==> src/rtl/id_ex_stage_reg.sv <==
// ID/EX pipeline register: captures decoded instruction and operands for Execute,
// detects load-use hazards, drives front-end stalls and counts load-use bubbles.
module id_ex_stage_reg #(
    parameter int XLEN  = 32,
    parameter int CNT_W = 16
) (
    input  logic             clk,
    input  logic             rst_n,
    input  logic             valid_d,
    input  logic [XLEN-1:0]  pc_d,
    input  logic [4:0]       rs1_d,
    input  logic [4:0]       rs2_d,
    input  logic [4:0]       rd_d,
    input  logic             use_rs1_d,
    input  logic             use_rs2_d,
    input  logic [XLEN-1:0]  read_data1_d,
    input  logic [XLEN-1:0]  read_data2_d,
    input  logic [XLEN-1:0]  imm_d,
    input  logic             reg_write_d,
    input  logic             mem_read_d,
    input  logic             mem_write_d,
    input  logic             alu_src_d,
    input  logic             branch_d,
    input  logic             jump_d,
    input  logic [3:0]       alu_ctrl_d,
    input  logic [1:0]       result_src_d,
    input  logic             flush_e,
    input  logic             hold_e,
    output logic             valid_e,
    output logic [XLEN-1:0]  pc_e,
    output logic [4:0]       rs1_e,
    output logic [4:0]       rs2_e,
    output logic [4:0]       rd_e,
    output logic             use_rs1_e,
    output logic             use_rs2_e,
    output logic [XLEN-1:0]  read_data1_e,
    output logic [XLEN-1:0]  read_data2_e,
    output logic [XLEN-1:0]  imm_e,
    output logic             reg_write_e,
    output logic             mem_read_e,
    output logic             mem_write_e,
    output logic             alu_src_e,
    output logic             branch_e,
    output logic             jump_e,
    output logic [3:0]       alu_ctrl_e,
    output logic [1:0]       result_src_e,
    output logic             stall_f,
    output logic             stall_d,
    output logic [CNT_W-1:0] bubble_count
);

    typedef struct packed {
        logic            valid;
        logic [XLEN-1:0] pc;
        logic [4:0]      rs1;
        logic [4:0]      rs2;
        logic [4:0]      rd;
        logic            use_rs1;
        logic            use_rs2;
        logic [XLEN-1:0] rd1;
        logic [XLEN-1:0] rd2;
        logic [XLEN-1:0] imm;
        logic            reg_write;
        logic            mem_read;
        logic            mem_write;
        logic            alu_src;
        logic            branch;
        logic            jump;
        logic [3:0]      alu_ctrl;
        logic [1:0]      result_src;
    } id_ex_t;

    id_ex_t ex_q;
    id_ex_t dec;
    logic   lu;
    logic   cnt_sat;

    // Operands always travel; control fields are gated so an invalid slot never writes state.
    always_comb begin
        dec         = '0;
        dec.valid   = valid_d;
        dec.pc      = pc_d;
        dec.rs1     = rs1_d;
        dec.rs2     = rs2_d;
        dec.rd      = rd_d;
        dec.use_rs1 = use_rs1_d;
        dec.use_rs2 = use_rs2_d;
        dec.rd1     = read_data1_d;
        dec.rd2     = read_data2_d;
        dec.imm     = imm_d;
        if (valid_d) begin
            dec.reg_write  = reg_write_d;
            dec.mem_read   = mem_read_d;
            dec.mem_write  = mem_write_d;
            dec.alu_src    = alu_src_d;
            dec.branch     = branch_d;
            dec.jump       = jump_d;
            dec.alu_ctrl   = alu_ctrl_d;
            dec.result_src = result_src_d;
        end
    end

    // Independent of flush_e on purpose; upstream masks the stall when it flushes IF/ID.
    assign lu = ex_q.valid & ex_q.mem_read & (ex_q.rd != 5'd0) & valid_d &
                ((use_rs1_d & (rs1_d == ex_q.rd)) | (use_rs2_d & (rs2_d == ex_q.rd)));

    assign stall_f = lu | hold_e;
    assign stall_d = lu | hold_e;

    always_ff @(posedge clk or negedge rst_n) begin
        if (!rst_n)       ex_q <= '0;
        else if (flush_e) ex_q <= '0;
        else if (hold_e)  ex_q <= ex_q;
        else if (lu)      ex_q <= '0;
        else              ex_q <= dec;
    end

    assign cnt_sat = &bubble_count;

    always_ff @(posedge clk or negedge rst_n) begin
        if (!rst_n)
            bubble_count <= '0;
        else if (lu && !flush_e && !hold_e && !cnt_sat)
            bubble_count <= bubble_count + CNT_W'(1);
    end

    assign valid_e      = ex_q.valid;
    assign pc_e         = ex_q.pc;
    assign rs1_e        = ex_q.rs1;
    assign rs2_e        = ex_q.rs2;
    assign rd_e         = ex_q.rd;
    assign use_rs1_e    = ex_q.use_rs1;
    assign use_rs2_e    = ex_q.use_rs2;
    assign read_data1_e = ex_q.rd1;
    assign read_data2_e = ex_q.rd2;
    assign imm_e        = ex_q.imm;
    assign reg_write_e  = ex_q.reg_write;
    assign mem_read_e   = ex_q.mem_read;
    assign mem_write_e  = ex_q.mem_write;
    assign alu_src_e    = ex_q.alu_src;
    assign branch_e     = ex_q.branch;
    assign jump_e       = ex_q.jump;
    assign alu_ctrl_e   = ex_q.alu_ctrl;
    assign result_src_e = ex_q.result_src;

endmodule

==> config.mk <==
export PLATFORM = sky130hd
export DESIGN_NAME = id_ex_stage_reg
export DESIGN_NICKNAME = d
export VERILOG_FILES = /design/src/rtl/id_ex_stage_reg.sv
export SDC_FILE = /design/constraint.sdc
export NUM_CORES = 1
export LEC_CHECK = 0
export ABC_CLOCK_PERIOD_IN_PS = 2400
export BUFFER_PORTS_ARGS = -buffer_cell sky130_fd_sc_hd__clkbuf_2
export CAP_MARGIN = 20
export CORE_MARGIN = 5
export CORE_UTILIZATION = 27
export CTS_BUF_LIST = sky130_fd_sc_hd__clkbuf_4
export DETAILED_ROUTE_END_ITERATION = 12
export GPL_TIMING_DRIVEN = 1
export SYNTH_ARGS = -nofsm -noshare
export SYNTH_HDL_FRONTEND = slang
export SYNTH_SLANG_ARGS = --single-unit
==> constraint.sdc <==
create_clock -name clk -period 2.4 [get_ports clk]
set_input_delay 0.12 -clock clk [delete_from_list [all_inputs] [get_ports clk]]
set_output_delay 0.12 -clock clk [all_outputs]
set_load 0.005 [all_outputs]
==> results.toml, run 1 <==
[outcome]
run_status = "complete, no violations"

[clocking]
clock_path_buffers = 2
clk-insertion-delay-late_ns = 0.54
clock-root-buffer = "clkbuf_4"
clock-sinks = 174
path_clk_slew_ns = 0.16
cts_tree = "done"
htree_levels = 4
numCtsBuffers = 17

[synth]
synth_compound_area_share_pct = 22.1
synth_common_cells = "174 x dfrtp_1, 146 x a22o_1, 24 x xnor2_1"
synth_top_area_share_pct = 66.8
synth_cell_types = 29
yosysTopAreaCell = "dfrtp_1"
syn-num-nets = 617
ys_seq_area_share_pct = 66.8
avgSynthCellArea_um2 = 14.4
synth_most_common_cell = "dfrtp_1"
synthMuxAreaShare_pct = 0.346
synth-xor-area-share_pct = 3.23
yosysWarningCount = 0
synth.area.top_cells = "dfrtp_1 67%, a22o_1 20%, xnor2_1 3.2%"
synth_top_family_by_area = "compound AO/OA/AOI/OAI gates"
synth_ff_type = "dfrtp_1"
async_reset_ff_share_pct = 100
syn_area_um2 = 6520
yosys.area_share.simple_pct = 4.01
synth_cells = 454
ys_ff_latch = 174
synth_edf_count = 0
synth_adder_area_share_pct = 0.192

[timing]
max_freq_ghz = 0.434
grt_setup_unrepaired = "yes"
drv_slew = 0
fin_crit_ns = 2.31
tightest_slew_ns = 0.881
setup_viol = 0
slew_headroom_pct = 41.3
setup-tns-final_ns = 0
finalCritPeriodShare_pct = 96.1
clock_skew_ns = 0.0184
final_hold_viol_count = 0

[floorplan]
die_w_um = 165
pin_count = 338
die_area_um2 = 27300
initial_utilization_pct = 27.6
rows = 56
coreArea_um2 = 23600
die_h_um = 165

[final_layout]
final_core_util_pct = 45.1
syn2layout_area_growth_pct = 63.2
fillCellCount = 2142
nNetsFinal = 1112
drive_above_1_share_pct = 41.0

[flow_run]
cap_violations = 0

[route]
vias = 5873
drc = 0
dr.pass1.iters = 4
top_layer = "met4"
vias_per_cell = 4.58
drt-total-wl_mm = 22.1
dr_wl_met3_mm = 1.68
dr.first_iter.drc_count = 337
wirelength_met1_mm = 8.91
detail_route.wl_per_cell_um = 17.2
routed-wl-met2_mm = 11.0
ant_nets = 0

[pwr]
ir_drop_mv = 0.329
powerDensity_nw_per_um2 = 577
p_total_mw = 6.14
power_leakage_nw = 5.49

[global_routing]
gr-total-overflow = 0
grt_use_total_pct = 15.8
first_global_vias = 6331
antenna_found_initial = 1
grt_pass1_wl_mm = 34.1
grt_max_degree = 159

[critical_path]
required_ns = 2.87
end_kind = "register"
cp_max_fo = 46
crit_path_start_kind = "register"
r2r_end = "rs1_e[2]$_DFFE_PN0P_"
rr_worst_depth = 7
cp_data_arrival_time_ns = 2.78
worstSetupPathType = "register to register"
rrSetupSlack_ns = 0.09
r2r-start = "rd_e[1]$_DFFE_PN0P_"

[hold_path]
hold_class = "primary input to async pin"

[place]
place_congestion = 0.767
dp_hpwl_mm = 14.0
portBuffers = 337
## worst max path at each step
stage | startpoint | end | slack (ns) | cells after the start
2_1_floorplan | rd_e[1]$_DFFE_PN0P_ | bubble_count[1]$_DFFE_PN0P_ | 0.40 | 5
3_3_place_gp | rd_e[1]$_DFFE_PN0P_ | rd_e[1]$_DFFE_PN0P_ | 0.17 | 7
3_5_place_dp | rd_e[1]$_DFFE_PN0P_ | read_data1_e[28]$_DFFE_PN0P_ | 0.13 | 7
4_1_cts | rd_e[1]$_DFFE_PN0P_ | stall_d | 0.02 | 5
5_1_grt | rd_e[1]$_DFFE_PN0P_ | stall_d | -0.01 | 5
6_report | rd_e[1]$_DFFE_PN0P_ | rs1_e[2]$_DFFE_PN0P_ | 0.09 | 7
## cell type report
type / count / area [um2] / area share [%]
flip-flops and latches: 174 / 4350 / 40.9
repair buffers: 515 / 3520 / 33.1
multi-input cells: 239 / 1990 / 18.7
well taps: 319 / 399 / 3.75
clock inverters: 14 / 230 / 2.16
clock buffers: 18 / 135 / 1.27
inverters: 2 / 7.51 / 0.0706
diodes: 1 / 2.50 / 0.0235
## through the flow
step | area, um2 | worst slack (ns) | hold slack (ns) | instances
2_1_floorplan | 6520 | 0.403 | -0.176 | 454
3_3_place_gp | 8590 | 0.169 | 0.138 | 1084
3_5_place_dp | 8590 | 0.132 | 0.133 | 1084
4_1_cts | 10600 | 0.0223 | 0.0579 | 1278
5_1_grt | 10600 | -0.0105 | 0.0682 | 1282
6_report | 10600 | 0.0939 | 0.109 | 1282
## critical path: stages, from the launching register on
cell	delay (ns)
dfrtp_1	0.40
or4_4	0.55
o2111ai_4	0.26
inv_2	0.10
a21oi_4	0.22
buf_12	0.25
buf_4	0.26
a22o_1	0.16
## layer usage
layer	vias to the layer above	global-route usage [%]
met5	-	0
met4	0	5.51
met3	37	4.96
met2	263	26.5
met1	2839	19.4
li1	2734	-
## state kept, by name, indices dropped and copies added (netlist names)
| register | count |
|---|---|
| alu_ctrl_e | 4 |
| valid_e | 1 |
| use_rs2_e | 1 |
| read_data2_e | 32 |
| mem_read_e | 1 |
| imm_e | 32 |
| jump_e | 1 |
| result_src_e | 2 |
| branch_e | 1 |
| alu_src_e | 1 |
| pc_e | 32 |
| reg_write_e | 1 |
| rs2_e | 5 |
| use_rs1_e | 1 |
| rs1_e | 5 |
| read_data1_e | 32 |
| rd_e | 5 |
| mem_write_e | 1 |
| bubble_count | 16 |
## report_power, final
| group | total, mW | switching, mW | internal, mW | leakage [nW] |
|---|---|---|---|---|
| combinational | 0.909 | 0.399 | 0.510 | 2.98 |
| sequential | 3.17 | 0.0918 | 3.08 | 2.33 |
| clock | 2.07 | 1.10 | 0.970 | 0.189 |
| total | 6.14 | 1.59 | 4.56 | 5.49 |
## cells in the final DEF, fill, tap and decap left out, drive strengths merged
cell type and n:
clkbuf 354, dfrtp 174, dlygate4sd3 162, a22o 146, xnor2 24, buf 17, a32o 12, nand4 11
nand3 10, nand2 7, inv 6, nor3 5, nor2 5, bufinv 5, and3 3, clkinv 3
and2 2, nor4 2, mux2 2, clkinvlp 2, a21oi 2, diode 1, o22ai 1, or4 1
o2111ai 1, a21o 1, nor2b 1, or2 1, nand4b 1, ha 1
## cells by family after synthesis
family / after synthesis
flops: 174
compound gates: 163
simple gates: 49
buf+inv: 41
xor+xnor: 24
mux: 2
fa+ha+maj: 1
## timing repair
item | 4_1_cts | 5_1_grt
hold buffers | 162 | 0
buffers inserted | 0 | 3
gates resized for setup | 2 | 4
pin swaps | 1 | 4
hold endpoints to repair | 328 | 0
endpoints found under the setup margin | 2 | 9
Note: power is estimated with default switching activity, not from simulation.
==> run 2, diff against run 1 <==
--- a/config.mk
+++ b/config.mk
@@ -5,6 +5,7 @@
 export SDC_FILE = /design/constraint.sdc
 export NUM_CORES = 1
 export LEC_CHECK = 0
+export ABC_AREA = 1
 export ABC_CLOCK_PERIOD_IN_PS = 2400
 export BUFFER_PORTS_ARGS = -buffer_cell sky130_fd_sc_hd__clkbuf_2
 export CAP_MARGIN = 20
==> results.toml, run 2 <==
[timing]
finalCritPeriodShare_pct = 94.7
tightest_slew_ns = 0.535
setup-tns-final_ns = 0
slew_headroom_pct = 64.3
setup_viol = 0
final_hold_viol_count = 0
fin_crit_ns = 2.27
grt_setup_unrepaired = "no"
clock_skew_ns = 0.0379
drv_slew = 0
layout_setup_ws_ns = 0.126
max_freq_ghz = 0.440
hold-worst-slack_ns = 0.0526

[clocking]
clock-sinks = 174
cts_tree = "done"
clk-insertion-delay-late_ns = 0.57
path_clk_slew_ns = 0.19
clock-root-buffer = "clkbuf_4"
postCtsSetupRepairBufs = 0
clock_path_buffers = 2
htree_levels = 4
numCtsBuffers = 17

[pwr]
p_total_mw = 5.93
power_leakage_nw = 6.55
p_sw_mw = 1.78
pwr-share-comb_pct = 15.9
netSwitchingFraction_pct = 30.1
pwr-share-seq_pct = 53.4
powerDensity_nw_per_um2 = 506
power.share.clock_pct = 30.7
internal_power_mw = 4.15
ir_drop_mv = 0.313

[critical_path]
end_kind = "register"
r2r-start = "rd_e[4]$_DFFE_PN0P_"
cp_slowest_cell = "dlygate4sd3_1"
crit_path_frequent_cell = "nand2_1"
cp_data_arrival_time_ns = 2.80
rrSetupSlack_ns = 0.13
rr_worst_depth = 11
crit_path_start_kind = "register"
cp_max_fo = 27
critPathTopFamily = "buffers and inverters"
critPathBufInv = 3
r2r_end = "mem_write_e$_DFFE_PN0P_"
critPathLaunch = "rd_e[4]$_DFFE_PN0P_"
worstSetupPathType = "register to register"
required_ns = 2.93
cp_num_cells = 11
max_stage_delay_ns = 0.58
crit_chain = "inv_2, nand2_1, nand2_1, nor2_1, nand3_1, nand2_4, nand2_8, buf_6, nand4_1, dlygate4sd3_1, nand2_1"

[floorplan]
rows = 60
pin_count = 338
die_w_um = 176
coreArea_um2 = 27000
die_h_um = 176
initial_utilization_pct = 27.5
die_area_um2 = 31000

[synth]
ys_ff_latch = 174
synth_common_cells = "389 x nand2_1, 174 x dfrtp_1, 147 x nand3_1"
synth_edf_count = 0
synth_ff_type = "dfrtp_1"
syn_area_um2 = 7440
yosysWarningCount = 0
yosysTopAreaCell = "dfrtp_1"
synth_most_common_cell = "nand2_1"
async_reset_ff_share_pct = 100
ys_seq_area_share_pct = 58.5
synth_cell_types = 27
synth_cells = 858
avgSynthCellArea_um2 = 8.67
synth.area.top_cells = "dfrtp_1 59%, nand2_1 20%, nand3_1 9.9%"
syn-num-nets = 1021
synth_top_area_share_pct = 58.5

[hold_path]
hold_class = "primary input to async pin"

[route]
dr_wl_met3_mm = 2.18
top_layer = "met4"
dr.pass1.iters = 5
drt-total-wl_mm = 27.2
routed-wl-met2_mm = 13.0
ant_nets = 0
vias_per_cell = 4.56
dr.first_iter.drc_count = 405
detail_route.wl_per_cell_um = 15.8
wirelength_met1_mm = 11.1
drc = 0
vias = 7846

[place]
place_congestion = 0.786
dp.cells = 1497
detailedPlace.worstSlack_ns = 0.572
place_area_um2 = 9460
portBuffers = 337
dp_hpwl_mm = 17.7

[final_layout]
fillCellCount = 2575
layout_common_cells = "389 x nand2_1, 336 x clkbuf_2, 190 x dlygate4sd3_1"
drive_above_1_share_pct = 29.2
nNetsFinal = 1529
fin_cells = 1721
final_cell_area_um2 = 11700
final_core_util_pct = 43.4
final_common_cell = "nand2_1"
syn2layout_area_growth_pct = 57.6

[global_routing]
antenna_found_initial = 1
grt_use_total_pct = 17.0
first_global_vias = 8194
gr-total-overflow = 0
grt_max_degree = 94
grt_pass1_wl_mm = 42.9

[flow_run]
cap_violations = 0

[outcome]
run_status = "complete, no violations"
run 2: final cells by class:
cell class	count	area [um2]	area share (%)
Tap cell	341	427	3.64
Multi-Input combinational cell	608	2710	23.1
Inverter	24	90.1	0.769
Sequential cell	174	4350	37.1
Timing Repair Buffer	541	3830	32.7
Clock buffer	17	128	1.09
Clock inverter	15	179	1.53
Antenna cell	1	2.50	0.0213
run 2: routing by layer:
metal,up-vias,GRT usage [%]
met4,0,6.76
met5,-,0
met3,65,5.27
met1,3669,19.9
met2,357,29.3
li1,3755,-
run 2: timing repair:
action	in CTS	in global routing
resized for setup	0	4
endpoints found under the setup margin	0	14
hold buffers	190	0
hold endpoints to repair	332	0
run 2: cells by family after synthesis:
kind of cell	synth area share [%]
buffers and inverters	5.42
flip-flops	58.5
AND/OR/NAND/NOR	33.3
XOR/XNOR	1.65
adder cells (fa/ha/maj)	0.168
AO/OA/AOI/OAI	0.976
run 2: power groups by stage:
stage                     registers [mW]  logic, mW  clock network [mW]
final                               3.17      0.943                1.82
after global routing                3.19       1.04                2.03
after CTS                           3.16      0.946                1.92
after detailed placement            3.22      0.704                   0
after global placement              3.21      0.698                   0
after floorplan                     3.22      0.227                   0
run 2: worst max path at each step:
stage	end	slack, ns
after floorplan	bubble_count[8]$_DFFE_PN0P_	0.82
after global placement	alu_src_e$_DFFE_PN0P_	0.60
after detailed placement	alu_src_e$_DFFE_PN0P_	0.57
after CTS	alu_src_e$_DFFE_PN0P_	0.02
after global routing	mem_write_e$_DFFE_PN0P_	0.008
final	mem_write_e$_DFFE_PN0P_	0.13
==> run 3, diff against run 2 <==
--- a/config.mk
+++ b/config.mk
@@ -14,6 +14,7 @@
 export CTS_BUF_LIST = sky130_fd_sc_hd__clkbuf_4
 export DETAILED_ROUTE_END_ITERATION = 12
 export GPL_TIMING_DRIVEN = 1
+export RECOVER_POWER = 50
 export SYNTH_ARGS = -nofsm -noshare
 export SYNTH_HDL_FRONTEND = slang
 export SYNTH_SLANG_ARGS = --single-unit
==> results.toml, run 3 (synthesis results as in run 2) <==
[critical_path]
crit_path_frequent_cell = "nand2_1"
rrSetupSlack_ns = 0.12
cp_data_arrival_time_ns = 2.81
cp_slowest_cell = "dlygate4sd3_1"
required_ns = 2.93
r2r-start = "rd_e[4]$_DFFE_PN0P_"
max_stage_delay_ns = 0.58
crit_end = "mem_write_e$_DFFE_PN0P_"
critPathLaunch = "rd_e[4]$_DFFE_PN0P_"
crit_path_start_kind = "register"
cp_max_fo = 27
r2r_end = "mem_write_e$_DFFE_PN0P_"
worstSetupPathType = "register to register"
rr_worst_depth = 11
crit_chain = "inv_2, nand2_1, nand2_1, nor2_1, nand3_1, nand2_4, nand2_8, buf_6, nand4_1, dlygate4sd3_1, nand2_1"
end_kind = "register"

[clocking]
clock-sinks = 174
clock_path_buffers = 2
clk-insertion-delay-late_ns = 0.57
path_clk_slew_ns = 0.19
postCtsSetupRepairBufs = 0
htree_levels = 4
clock-root-buffer = "clkbuf_4"
cts_tree = "done"
numCtsBuffers = 17

[floorplan]
pin_count = 338
initial_utilization_pct = 27.5
die_w_um = 176
coreArea_um2 = 27000
rows = 60
die_h_um = 176
die_area_um2 = 31000

[global_routing]
grt_max_degree = 94
first_global_vias = 8194
antenna_found_initial = 1
gr-total-overflow = 0
grt_pass1_wl_mm = 42.9
grt_use_total_pct = 17.0

[pwr]
powerDensity_nw_per_um2 = 509
power_leakage_nw = 6.32
ir_drop_mv = 0.314

[timing]
finalCritPeriodShare_pct = 94.9
final_hold_viol_count = 0
clock_skew_ns = 0.0373
fin_crit_ns = 2.28
tightest_slew_ns = 1.36
layout_setup_ws_ns = 0.122
setup_viol = 0
max_freq_ghz = 0.439
slew_headroom_pct = 9.03
drv_slew = 0
setup-tns-final_ns = 0
grt_setup_unrepaired = "no"

[route]
vias_per_cell = 4.57
detail_route.wl_per_cell_um = 15.9
ant_nets = 0
dr.pass1.iters = 5
drt-total-wl_mm = 27.3
dr.first_iter.drc_count = 391
vias = 7867
drc = 0

[place]
detailedPlace.worstSlack_ns = 0.572
place_area_um2 = 9460
portBuffers = 337
dp_hpwl_mm = 17.7
place_congestion = 0.786

[final_layout]
final_core_util_pct = 42.9
nNetsFinal = 1529
fillCellCount = 2619
drive_above_1_share_pct = 24.3
syn2layout_area_growth_pct = 56.0
final_common_cell = "nand2_1"
layout_common_cells = "389 x nand2_1, 272 x clkbuf_2, 190 x dlygate4sd3_1"
final_cell_area_um2 = 11600

[outcome]
run_status = "complete, no violations"

[flow_run]
cap_violations = 0

[hold_path]
hold_class = "primary input to register"
run 3: cell count changes in the layout (fill, tap and decap cells not counted), sizes merged:
cell    previous run  this run
buf               14        10
clkbuf           354       358
run 3: routing by layer:
layer	GRT usage, %	share of wire, %	vias up
met3	5.27	7.4	64
met2	29.3	48	336
met1	19.9	41	3714
met5	0	0	-
met4	6.76	3.5	0
li1	-	-	3753
run 3: timing repair:
item | in CTS | in global routing
hold buffers | 190 | 0
endpoints found under the hold margin | 332 | 0
resized for setup | 0 | 4
setup endpoints to repair | 0 | 14
run 3: layout make-up:
cell class	count	area [um2]	share of cell area (%)
multi-input cells	608	2710	23.4
clock buffers	17	128	1.10
diodes	1	2.50	0.0216
inverters	24	90.1	0.777
well taps	341	427	3.68
repair buffers	541	3710	32.0
flip-flops and latches	174	4350	37.5
clock inverters	15	179	1.54
run 3: critical path: cells and delay by family, from the launching register on:
family / cells / cell delay, ns
buffers and inverters: 3 / 0.93
and+or+nand+nor: 8 / 0.84
DFF: 1 / 0.45
run 3: where the power goes:
group | internal [mW] | leakage, nW | switching, mW
Combinational | 0.471 | 3.83 | 0.449
Sequential | 3.08 | 2.33 | 0.0896
Clock | 0.576 | 0.160 | 1.24
run 3: through the flow:
stage                     hold WS (ns)  cells  power (mW)
final                           0.0618   1721        5.90
after global routing            0.0190   1721        6.23
after CTS                      0.00102   1719        6.03
after detailed placement         0.128   1497        3.92
after global placement           0.125   1497        3.91
after floorplan                 -0.176    858        3.45
run 3: worst min-delay path by stage:
stage                                  end  startpoint  depth (start not counted)
2_1_floorplan    alu_ctrl_e[0]$_DFFE_PN0P_       rst_n                          0
5_1_grt               rs2_e[1]$_DFFE_PN0P_      hold_e                          4
6_report              rs2_e[1]$_DFFE_PN0P_      hold_e                          4
4_1_cts        read_data1_e[0]$_DFFE_PN0P_       rst_n                          2
3_3_place_gp   read_data1_e[3]$_DFFE_PN0P_       rst_n                          1
3_5_place_dp   read_data1_e[3]$_DFFE_PN0P_       rst_n                          1
